File: src/rtl/arb_pkg.sv
// arb_pkg: shared state enum, rotate-left and one-hot helpers for the round-robin scheduler
package arb_pkg;
  localparam int MAXW = 32;
  typedef enum logic {IDLE, LOCK} arb_state_e;
  function automatic logic [MAXW-1:0] rotl(input logic [MAXW-1:0] x, input int w);
    logic [MAXW-1:0] m;
    m = {MAXW{1'b1}} >> (MAXW - w);
    return ((x << 1) | (x >> (w - 1))) & m;
  endfunction
  function automatic logic onehot(input logic [MAXW-1:0] x);
    return (x != '0) && ((x & (x - MAXW'(1))) == '0);
  endfunction
endpackage

File: src/rtl/arb_rr_sched.sv
// arb_rr_sched: round-robin priority driver for arb_fp; ARB_RR_SCHED_LOCK_EN adds multi-beat locking with timeout
module arb_rr_sched
  import arb_pkg::*;
#(
  parameter int WIDTH = 4,
  parameter int LOCK_MAX = 16
) (
  input  logic             clk,
  input  logic             rst_n,
  input  logic [WIDTH-1:0] v_vld,
  input  logic [WIDTH-1:0] v_grant,
  input  logic [WIDTH-1:0] v_last,
  output logic [WIDTH-1:0] v_priority,
  output logic [WIDTH-1:0] v_owner,
  output logic             lock_vld,
  output logic             timeout_pulse
);
  logic [WIDTH-1:0] g, g_rot, ptr_q;
  assign g = v_grant & v_vld;
  assign g_rot = WIDTH'(rotl(MAXW'(g), WIDTH));
`ifdef ARB_RR_SCHED_LOCK_EN
  localparam int CW = (LOCK_MAX < 1) ? 1 : $clog2(LOCK_MAX + 1);
  localparam logic [CW-1:0] CMAX = CW'((LOCK_MAX > 0) ? LOCK_MAX - 1 : 0);
  arb_state_e state_q;
  logic [WIDTH-1:0] owner_q, own_rot;
  logic [CW-1:0] cnt_q;
  logic tp_q, rel, force_rel;
  assign own_rot = WIDTH'(rotl(MAXW'(owner_q), WIDTH));
  assign rel = |(owner_q & v_vld & v_last);
  assign force_rel = (LOCK_MAX != 0) && (cnt_q == CMAX);
  // IDLE/LOCK scheduler: single-beat grants rotate ptr, multi-beat grants lock the owner until last or timeout
  always_ff @(posedge clk or negedge rst_n)
    if (!rst_n) begin
      state_q <= IDLE;
      ptr_q <= WIDTH'(1);
      owner_q <= '0;
      cnt_q <= '0;
      tp_q <= 1'b0;
    end else begin
      tp_q <= 1'b0;
      if (state_q == IDLE) begin
        if (|g) begin
          if (|(g & v_last)) ptr_q <= g_rot;
          else begin
            owner_q <= g;
            cnt_q <= '0;
            state_q <= LOCK;
          end
        end
      end else if (rel || force_rel) begin
        ptr_q <= own_rot;
        owner_q <= '0;
        state_q <= IDLE;
        tp_q <= !rel;
      end else cnt_q <= (&cnt_q) ? cnt_q : cnt_q + CW'(1);
    end
  assign v_priority = (state_q == LOCK) ? owner_q : ptr_q;
  assign v_owner = owner_q;
  assign lock_vld = (state_q == LOCK);
  assign timeout_pulse = tp_q;
`else
  localparam int unused_lock_max = LOCK_MAX;
  logic unused_last;
  assign unused_last = ^v_last;
  // every effective grant moves priority to the requester just above the winner
  always_ff @(posedge clk or negedge rst_n)
    if (!rst_n) ptr_q <= WIDTH'(1);
    else if (|g) ptr_q <= g_rot;
  assign v_priority = ptr_q;
  assign v_owner = '0;
  assign lock_vld = 1'b0;
  assign timeout_pulse = 1'b0;
`endif
  a_grant_onehot0: assert property (@(posedge clk) disable iff (!rst_n) (g == '0) || onehot(MAXW'(g)));
endmodule

File: config.mk
export PLATFORM = sky130hd
export DESIGN_NAME = arb_rr_sched
export DESIGN_NICKNAME = d
export VERILOG_FILES = /design/src/rtl/arb_pkg.sv /design/src/rtl/arb_rr_sched.sv
export SDC_FILE = /design/constraint.sdc
export NUM_CORES = 1
export LEC_CHECK = 0
export BUFFER_PORTS_ARGS = -buffer_cell sky130_fd_sc_hd__buf_2
export CAP_MARGIN = 10
export CORE_AREA = 2 2 39 41
export DETAILED_ROUTE_END_ITERATION = 10
export DIE_AREA = 0 0 41 43
export GPL_ROUTABILITY_DRIVEN = 0
export PLACE_DENSITY_LB_ADDON = 0.25
export SETUP_SLACK_MARGIN = 0.15
export SLEW_MARGIN = 0
export SYNTH_ARGS = -nofsm -noshare
export SYNTH_HDL_FRONTEND = slang
export SYNTH_SLANG_ARGS = --single-unit
File: constraint.sdc
create_clock -name clk -period 2.63 [get_ports clk]
set_clock_uncertainty 0.15 [all_clocks]
set_input_delay 0.3945 -clock clk [delete_from_list [all_inputs] [get_ports clk]]
set_output_delay 0.3945 -clock clk [all_outputs]
set_load 0.01 [all_outputs]
==> flow_summary.json <==
{
  "status": "completed",
  "min_period_ns": 1.420,
  "worst_path_largest_cell_delay_ns": 0.52,
  "portBuffers": 13,
  "yosys.area.top_type": "dfrtp_1",
  "rsz0062_at_grt": "no",
  "synthTopCellsByCount": "6 x buf_4, 3 x a32o_1, 3 x dfrtp_1",
  "power.total_mw": 0.1927,
  "synth_ff_type": "dfrtp_1",
  "cts_htree_levels": 1,
  "grt_pass1_vias": 206,
  "crit_path_top_delay_cell": "dfstp_2",
  "grt_usage": 0.07568,
  "startpoint_type": "register",
  "cts_resized": 0,
  "diodes": 0,
  "ys_seq_area_frac": 0.4475,
  "drt_iter0_markers": 3,
  "syn_area_um2": 226.5,
  "yosysWarnings": 0,
  "p_leak_nw": 0.1649,
  "synthCells": 20,
  "async_reset_ff_frac": 1.000,
  "cp_top_family": "flip-flops",
  "synth_area_per_cell_um2": 11.32,
  "cts_root_buf": "clkbuf_4",
  "die_y_um": 43,
  "clkLatencyLatePin_ns": 0.24,
  "dieWidth_um": 41,
  "vias_per_cell": 4.113,
  "swShare": 0.2574,
  "cp_cell_sequence": "buf_2",
  "start_util": 0.1637,
  "largest_reg_flops": 4,
  "clkPwrFrac": 0.434,
  "ctsLongestPathBuffers": 2,
  "antenna_found_initial": 0,
  "cp.required_ns": 2.09,
  "p_switching_mw": 0.04959,
  "path_class": "register to primary output",
  "drv_slew": 0,
  "max_freq_ghz": 0.7041,
  "finalNetCount": 52,
  "hold_viol": 0,
  "overflow": 0,
  "die-area_mm2": 0.001763,
  "yosysUniqueCellTypes": 9,
  "hold_path.class": "input pin to register",
  "synth_top_area_frac": 0.3315,
  "cts_sinks": 4,
  "finalSetupTns_ns": 0,
  "ctsHoldBuffers": 1,
  "fin_crit_sh": 0.5400,
  "numCtsBuffers": 3,
  "fin_area_um2": 321.6,
  "post-route-drc-count": 0,
  "clk_pin_slew_worst_paths_ns": 0.04,
  "max_cap_violations": 0,
  "r2r_start": "v_priority[3]$_DFFE_PN0P_",
  "drive_gt1_frac": 0.5135,
  "synth_most_common_cell": "buf_4",
  "critPathMaxFanout": 2,
  "drt-pass1-iter-count": 4,
  "holdWs_ns": 0.2663,
  "dp_hpwl_um": 465.8,
  "path_buf_inv": 1,
  "setup_viol": 0,
  "ys_seq_elements": 4,
  "yosys-top-cells-area": "dfrtp_1 33%, buf_4 20%, a32o_1 13%",
  "post-cts-setup-buffers": 0,
  "wl_per_cell_um": 10.13,
  "placed_area_um2": 285.3,
  "ios": 24,
  "ant_nets": 0,
  "cp-end-kind": "primary output",
  "p_int_mw": 0.1431,
  "hp-start": "v_grant[0]",
  "power_density_mw_per_mm2": 599.2,
  "rows": 14,
  "comb_power_share": 0.191,
  "vias": 218,
  "ir_drop_mv": 0.2004,
  "core_mm2": 0.001384,
  "grt_max_degree": 5,
  "cts_tree": "yes",
  "synth_edf_count": 0,
  "cp.arrival_ns": 0.88,
  "syn_to_final_growth_pct": 41.99,
  "routed_wl_um": 537,
  "power_frac_seq": 0.375,
  "crit_path_start": "v_priority[0]$_DFFE_PN1P_",
  "grt_first_pass_wirelength_um": 793
}
[power by group through the flow]
stage / sequential (mW) / clock (mW) / combinational [mW]
2_1_floorplan: 0.0756 / 0 / 0.0203
3_3_place_gp: 0.0733 / 0 / 0.0362
3_5_place_dp: 0.0729 / 0 / 0.0363
4_1_cts: 0.0722 / 0.0871 / 0.0375
5_1_grt: 0.0727 / 0.0952 / 0.0416
6_report: 0.0722 / 0.0836 / 0.0369
[metrics by stage]
step | utilization | setup WS [ns] | instances
5_1_grt | 0.2324 | 1.164 | 53
6_report | 0.2324 | 1.210 | 53
3_3_place_gp | 0.2061 | 1.451 | 48
3_5_place_dp | 0.2061 | 1.454 | 48
2_1_floorplan | - | 1.557 | 25
4_1_cts | 0.2324 | 1.200 | 53
[area by class of cell]
| class | instances | area (um^2) |
|---|---|---|
| Fill cell | 158 | 1062 |
| Sequential cell | 4 | 101.3 |
| Multi-Input combinational cell | 15 | 98.84 |
| Timing Repair Buffer | 14 | 75.07 |
| Clock buffer | 4 | 26.28 |
| Tap cell | 16 | 20.02 |
[metal layers]
| metal | share of wire | global-route usage | wire (um) | up-vias |
|---|---|---|---|---|
| li1 | - | - | - | 99 |
| met1 | 0.44 | 0.09477 | 234 | 93 |
| met2 | 0.30 | 0.06875 | 160 | 23 |
| met3 | 0.22 | 0.04712 | 119 | 3 |
| met4 | 0.041 | 0.1000 | 22 | 0 |
| met5 | 0 | 0 | 0 | - |
[final timing paths]
kind,end,slack (ns),cells past startpoint
max,v_priority[0],1.21,1
min,v_priority[1]$_DFFE_PN0P_,0.27,2
max reg2reg,v_priority[3]$_DFFE_PN0P_,1.75,1
min reg2reg,v_priority[1]$_DFFE_PN0P_,0.38,1
max in group asynchronous,v_priority[0]$_DFFE_PN1P_,1.79,2
min in group asynchronous,v_priority[3]$_DFFE_PN0P_,0.33,2
[cells in the final DEF (no fill, tap or decap)]
| master | instances |
|---|---|
| buf_2 | 13 |
| a22oi_1 | 2 |
| nand2_1 | 2 |
| clkbuf_1 | 1 |
| a22oi_2 | 1 |
| dlygate4sd3_1 | 1 |
| a32o_1 | 3 |
| a32o_2 | 1 |
| dfstp_2 | 1 |
| dfrtp_1 | 3 |
| conb_1 | 6 |
| clkbuf_4 | 3 |
[kinds of logic after synthesis]
logic type | share of synthesized area
compound gates | 0.3038
flops | 0.4475
simple gates | 0.03316
other cells | 0.01656
buf+inv | 0.1989
Note: power is estimated with default switching activity, not from simulation.
